--- config.mk ---
export PLATFORM = sky130hd
export DESIGN_NAME = uart_prog_loader
export DESIGN_NICKNAME = d
export VERILOG_FILES = /design/src/rtl/uart_prog_loader.sv
export SDC_FILE = /design/constraint.sdc
export NUM_CORES = 1
export LEC_CHECK = 0
export BUFFER_PORTS_ARGS = -buffer_cell sky130_fd_sc_hd__buf_4
export CORE_MARGIN = 3
export CORE_UTILIZATION = 60
export DETAILED_ROUTE_END_ITERATION = 10
export PLACE_DENSITY = 0.83
export RECOVER_POWER = 50
export SETUP_SLACK_MARGIN = 0.3
export SLEW_MARGIN = 15
export SYNTH_ARGS = -nofsm -noshare
export SYNTH_HDL_FRONTEND = slang
export SYNTH_SLANG_ARGS = --single-unit
--- constraint.sdc ---
create_clock -name clk -period 3.7 [get_ports clk]
set_input_delay 0 -clock clk [delete_from_list [all_inputs] [get_ports clk]]
set_output_delay 0 -clock clk [all_outputs]
set_load 0.01 [all_outputs]
--- src/rtl/uart_prog_loader.sv ---
// uart_prog_loader
//   Serial program loader. Receives 8N1 UART bytes on RXD. The first four
//   bytes form a little-endian length header. The payload that follows is
//   packed into 32-bit words, which are written to dmem, and into 128-bit
//   lines, which are written to imem. DONE rises when the whole image has
//   been written.
//
//   Optional build macro: PLOADER_CHKSUM_EN
//     When defined, one extra byte follows the payload. It must equal the
//     modulo-256 sum of the payload bytes. A mismatch raises ERR and parks
//     the loader until reset.
//
// Ports
//   clk      in   system clock
//   reset_x  in   asynchronous active-low reset
//   RXD      in   UART serial input, idle high
//   ADDR     out  byte address of the most recently written word
//   DATA     out  last four words, newest in [127:96]
//   WE_32    out  one-cycle dmem word write strobe
//   WE_128   out  one-cycle imem line write strobe (with the line's 4th WE_32)
//   DONE     out  load complete, sticky
//   ERR      out  framing/checksum error seen, sticky
//
// RX FSM
//   state    | meaning
//   RX_IDLE  | line idle, waiting for a low level
//   RX_START | half-bit wait, then confirm the start bit
//   RX_DATA  | sample 8 data bits, LSB first
//   RX_STOP  | sample the stop bit, emit byte_vld or flag a framing error
//
// Loader FSM
//   state    | meaning
//   LD_HDR   | collecting the 4 length bytes
//   LD_LOAD  | packing payload bytes, issuing write strobes
//   LD_FIN   | load finished, DONE held high
//   LD_CHK   | waiting for the checksum byte (checksum build only)
//   LD_HALT  | checksum mismatch, parked until reset (checksum build only)

module uart_prog_loader #(
    parameter int CLKS_PER_BIT = 16,
    parameter int ADDR_LEN     = 32,
    parameter int LEN_BITS     = 24
) (
    input  logic                clk,
    input  logic                reset_x,
    input  logic                RXD,
    output logic [ADDR_LEN-1:0] ADDR,
    output logic [127:0]        DATA,
    output logic                WE_32,
    output logic                WE_128,
    output logic                DONE,
    output logic                ERR
);

    localparam int TW = $clog2(CLKS_PER_BIT);

    localparam logic [1:0] RX_IDLE  = 2'd0;
    localparam logic [1:0] RX_START = 2'd1;
    localparam logic [1:0] RX_DATA  = 2'd2;
    localparam logic [1:0] RX_STOP  = 2'd3;

    localparam logic [2:0] LD_HDR  = 3'd0;
    localparam logic [2:0] LD_LOAD = 3'd1;
    localparam logic [2:0] LD_FIN  = 3'd2;
`ifdef PLOADER_CHKSUM_EN
    localparam logic [2:0] LD_CHK  = 3'd3;
    localparam logic [2:0] LD_HALT = 3'd4;
    localparam logic [2:0] LD_END  = LD_CHK;
`else
    localparam logic [2:0] LD_END  = LD_FIN;
`endif

    // ------------------------------------------------------------------
    // UART receiver
    // ------------------------------------------------------------------
    logic          rxd_s1;
    logic          rxd_s2;
    logic [1:0]    rx_state;
    logic [TW-1:0] timer;
    logic [2:0]    bit_cnt;
    logic [7:0]    rx_sr;
    logic          byte_vld;
    logic          timer_zero;
    logic          frame_err;

    assign timer_zero = (timer == '0);
    assign frame_err  = (rx_state == RX_STOP) && timer_zero && !rxd_s2;

    always_ff @(posedge clk or negedge reset_x) begin
        if (!reset_x) begin
            rxd_s1   <= 1'b1;
            rxd_s2   <= 1'b1;
            rx_state <= RX_IDLE;
            timer    <= '0;
            bit_cnt  <= '0;
            rx_sr    <= '0;
            byte_vld <= 1'b0;
        end else begin
            rxd_s1   <= RXD;
            rxd_s2   <= rxd_s1;
            byte_vld <= 1'b0;
            case (rx_state)
                RX_IDLE: begin
                    if (!rxd_s2) begin
                        rx_state <= RX_START;
                        timer    <= TW'(CLKS_PER_BIT / 2 - 1);
                        bit_cnt  <= '0;
                    end
                end
                RX_START: begin
                    if (!timer_zero) begin
                        timer <= timer - 1'b1;
                    end else if (rxd_s2) begin
                        rx_state <= RX_IDLE;
                    end else begin
                        rx_state <= RX_DATA;
                        timer    <= TW'(CLKS_PER_BIT - 1);
                    end
                end
                RX_DATA: begin
                    if (!timer_zero) begin
                        timer <= timer - 1'b1;
                    end else begin
                        rx_sr   <= {rxd_s2, rx_sr[7:1]};
                        timer   <= TW'(CLKS_PER_BIT - 1);
                        bit_cnt <= bit_cnt + 1'b1;
                        if (bit_cnt == 3'd7) begin
                            rx_state <= RX_STOP;
                        end
                    end
                end
                default: begin
                    if (!timer_zero) begin
                        timer <= timer - 1'b1;
                    end else begin
                        // Back to IDLE at once so a start bit right after
                        // the stop bit is not missed.
                        rx_state <= RX_IDLE;
                        byte_vld <= rxd_s2;
                    end
                end
            endcase
        end
    end

    // ------------------------------------------------------------------
    // Loader
    // ------------------------------------------------------------------
    logic [2:0]          ld_state;
    logic [1:0]          hdr_cnt;
    logic [23:0]         hdr_sr;
    logic [23:0]         word_sr;
    logic [LEN_BITS-1:0] eff_len;
    logic [LEN_BITS-1:0] byte_cnt;
    logic [LEN_BITS-1:0] hdr_len;
    logic                chk_fail;

    // Header bytes arrive LSB first; only the low LEN_BITS count and the
    // length is rounded down to whole words.
    assign hdr_len = LEN_BITS'({rx_sr, hdr_sr}) & ~LEN_BITS'(3);

`ifdef PLOADER_CHKSUM_EN
    logic [7:0] sum;
    assign chk_fail = (ld_state == LD_CHK) && byte_vld && (rx_sr != sum);
`else
    assign chk_fail = 1'b0;
`endif

    always_ff @(posedge clk or negedge reset_x) begin
        if (!reset_x) begin
            ld_state <= LD_HDR;
            hdr_cnt  <= '0;
            hdr_sr   <= '0;
            word_sr  <= '0;
            eff_len  <= '0;
            byte_cnt <= '0;
            ADDR     <= '0;
            DATA     <= '0;
            WE_32    <= 1'b0;
            WE_128   <= 1'b0;
            DONE     <= 1'b0;
`ifdef PLOADER_CHKSUM_EN
            sum      <= '0;
`endif
        end else begin
            WE_32  <= 1'b0;
            WE_128 <= 1'b0;
            case (ld_state)
                LD_HDR: begin
                    if (byte_vld) begin
                        hdr_cnt <= hdr_cnt + 1'b1;
                        hdr_sr  <= {rx_sr, hdr_sr[23:8]};
                        if (hdr_cnt == 2'd3) begin
                            eff_len  <= hdr_len;
                            byte_cnt <= '0;
                            ld_state <= (hdr_len == '0) ? LD_END : LD_LOAD;
                        end
                    end
                end
                LD_LOAD: begin
                    if (byte_vld) begin
                        word_sr  <= {rx_sr, word_sr[23:8]};
                        byte_cnt <= byte_cnt + 1'b1;
`ifdef PLOADER_CHKSUM_EN
                        sum      <= sum + rx_sr;
`endif
                        if (byte_cnt[1:0] == 2'd3) begin
                            DATA   <= {rx_sr, word_sr, DATA[127:32]};
                            ADDR   <= ADDR_LEN'(byte_cnt & ~LEN_BITS'(3));
                            WE_32  <= 1'b1;
                            WE_128 <= (byte_cnt[3:0] == 4'hF);
                        end
                        // eff_len is a word multiple, so the last byte always
                        // completes a word.
                        if (byte_cnt == eff_len - LEN_BITS'(1)) begin
                            ld_state <= LD_END;
                        end
                    end
                end
`ifdef PLOADER_CHKSUM_EN
                LD_CHK: begin
                    if (byte_vld) begin
                        if (rx_sr == sum) begin
                            DONE     <= 1'b1;
                            ld_state <= LD_FIN;
                        end else begin
                            ld_state <= LD_HALT;
                        end
                    end
                end
                LD_HALT: begin
                    ld_state <= LD_HALT;
                end
`endif
                LD_FIN: begin
                    DONE <= 1'b1;
                end
                default: begin
                    ld_state <= LD_HDR;
                end
            endcase
        end
    end

    always_ff @(posedge clk or negedge reset_x) begin
        if (!reset_x) begin
            ERR <= 1'b0;
        end else if (frame_err || chk_fail) begin
            ERR <= 1'b1;
        end
    end

endmodule

==> impl_metrics.ini <==
[outcome]
outcome = finished, violations left
failed_checks = max-capacitance violations, max-slew violations

[sta]
rsz0062_at_grt = false
tightest_slew_ps = 2920
fin_crit_sh_pct = 75.3
max_clock_freq_mhz = 359
finalSetupTns_ps = 0
finClkSkew_ps = 14.4
setup_viol = 0
layout_setup_ws_ps = 913
finalMaxSlewViolations = 119
slew_headroom_pct = -94.8
period_minus_slack_ps = 2790
finalHoldViolCount = 0

[grt]
grt_usage_pct = 25.7
grt.overflow.total = 0
grt_pass1_wl_mm = 43.5
antenna_found_initial = 0
grt_start_max_net_pins = 120
grt_pass1_vias = 8258

[synthesis]
synthFlopType = dfrtp_1
ys_warn_count = 0
synth_area_leaders = dfrtp_1, nand2_1, mux2_2
avgSynthCellArea_um2 = 9.86
synth.distinct_cells = 66
ys_ff_latch = 270
yosysTopAreaCell = dfrtp_1
synth_top_area_share_pct = 58.0
yosysSeqAreaShare_pct = 58.5
synth_area_um2 = 11600
syn_inst = 1173
synth_edf_count = 0
synthArstFlopShare_pct = 100

[cells_and_area]
diodes = 0
fin_util_pct = 70.4
final_common_cell = nand2_1
areaGrowthSynthToFinish_pct = 14.6
layout-drive-gt1-share_pct = 11.2
final_nets = 1323
layout_common_cells = nand2_1, dfrtp_1, clkbuf_1

[pwr]
ir_drop_mv = 0.353
fin_total_pwr_mw = 6.52
power.density_nw_per_um2 = 492
p_leak_nw = 6.95

[placement]
dp_hpwl_mm = 18.6
dp_slack_ps = 1060
gp_congestion = 0.875
portBuffers = 156

[hold_path]
min_to = rxd_s1
hp-class = in -> reg
hp-start = RXD
worstHoldPathCells = 2

[route]
num_vias = 8790
firstDrtPassIters = 5
routed_wl_mm = 27.5
via_per_inst = 5.54
wl_per_cell_um = 17.3
drc = 0
first_iter_violations = 685
ant_nets = 0

[worst_setup_path]
r2r-end = ld_state[0]
r2r_setup_slack_ps = 990
worstPathCellList = dlygate4sd3_1, clkbuf_2, buf_4
rr_startpoint = eff_len[2]
endpoint_kind = asynchronous set/reset pin
required_ps = 4320
critPathMaxFanout = 119
r2r_cells = 9
cp.arrival_ps = 3410
slowest_delay_ps = 2000
cp_top_family = buffers and inverters
cp_slowest_cell = clkbuf_2
crit_type = in -> async
critical_path_buf_inv_count = 3
critPathLaunchType = input pin

[floorplan]
die_w_um = 145
coreArea_um2 = 18800
io_pins = 167
num_rows = 50
initial_core_util_pct = 61.4
die_h_um = 145
die_area_um2 = 21000

[clock_tree]
cts_root_buffer = clkbuf_16
numCtsBuffers = 27
path_clk_slew_ps = 60
cts_tree = yes
clkSinkCount = 270
post_cts_buffers = 0
ctsHtreeMaxLevel = 1
cts_resized = 0
worstSkewPairLatency_ps = 530
clk_path_buf_depth = 3

[run]
drv_cap = 1
## where the power goes
group / internal [mW] / total [mW] / switching (mW)
Combinational: 0.226 / 0.568 / 0.343
Clock: 1.70 / 2.79 / 1.08
Sequential: 3.05 / 3.16 / 0.110
## synthesized netlist by cell type, types with 4 or more instances
cell / number
dfrtp_1: 268
xnor2_1: 27
inv_1: 13
nand2b_1: 5
nand3_1: 6
ha_1: 11
clkbuf_1: 54
o21ai_0: 19
a31oi_1: 6
and3_1: 9
nor2_1: 39
or2_2: 4
and4_1: 4
mux2_2: 74
buf_4: 10
nor3_1: 19
or3_1: 4
xor2_1: 16
buf_2: 5
nor4_1: 12
nand2_1: 474
a21o_1: 5
nand4_1: 12
a21oi_1: 17
nor2b_1: 6
## logic make-up after synthesis
family / share of synthesized area [%]
other: 0.0324
adder cells (fa/ha/maj): 1.19
multiplexers: 7.29
flip-flops: 58.5
buffers and inverters: 3.27
XOR/XNOR: 3.26
AND/OR/NAND/NOR: 22.2
AO/OA/AOI/OAI: 4.25
## timing repair
action                     in CTS  in global routing
hold endpoints to repair      117                  0
hold buffers                    2                  0
setup endpoints to repair       0                  0
## how the worst max path moves through the flow
stage	from	endpoint	cells past startpoint
6_report	reset_x	DATA[108]	3
5_1_grt	reset_x	DATA[1]	3
4_1_cts	eff_len[2]	ld_state[0]	9
3_5_place_dp	eff_len[2]	ld_state[0]	9
3_3_place_gp	eff_len[2]	ld_state[0]	9
2_1_floorplan	eff_len[2]	ld_state[0]	9
## flip-flops by register name, summed over array words and instances, names as in the netlist, 2 cells and up
register and count:
DATA 128, byte_cnt 24, word_sr 24, ADDR 22, eff_len 22, hdr_sr 22, rx_sr 8, timer 4
bit_cnt 3, hdr_cnt 2, ld_state 2, rx_state 2
## stage by stage
stage	cell area, µm²	cells	hold WS (ps)
after floorplan	11600	1182	-296
after global placement	12900	1538	115
after detailed placement	12900	1538	118
after CTS	13800	1587	115
after global routing	13300	1587	153
final	13300	1587	143
## area by class of cell
type	instances	area, µm²
Clock buffer	40	805
Clock inverter	7	114
Fill cell	1477	5580
Inverter	14	55.1
Multi-Input combinational cell	825	4470
Sequential cell	270	6760
Tap cell	260	325
Timing Repair Buffer	171	721
## worst reg2reg max path, cell delays in order (launching register included)
cell and delay [ps]:
dfrtp_1 430, inv_1 110, ha_1 230, nor4b_2 400, nand4_1 290, nor3_1 330
mux2i_1 120, o21ai_0 270, nand4_1 180, a32o_1 240
## metal layers
layer	part of all wire, %	vias to the layer above	track usage [%]
met3	6.2	44	3.52
met5	0	-	0
met1	44	4335	37.0
li1	-	4092	-
met2	48	319	42.0
met4	2.0	0	6.58
Power figures use the tool's default switching activity.
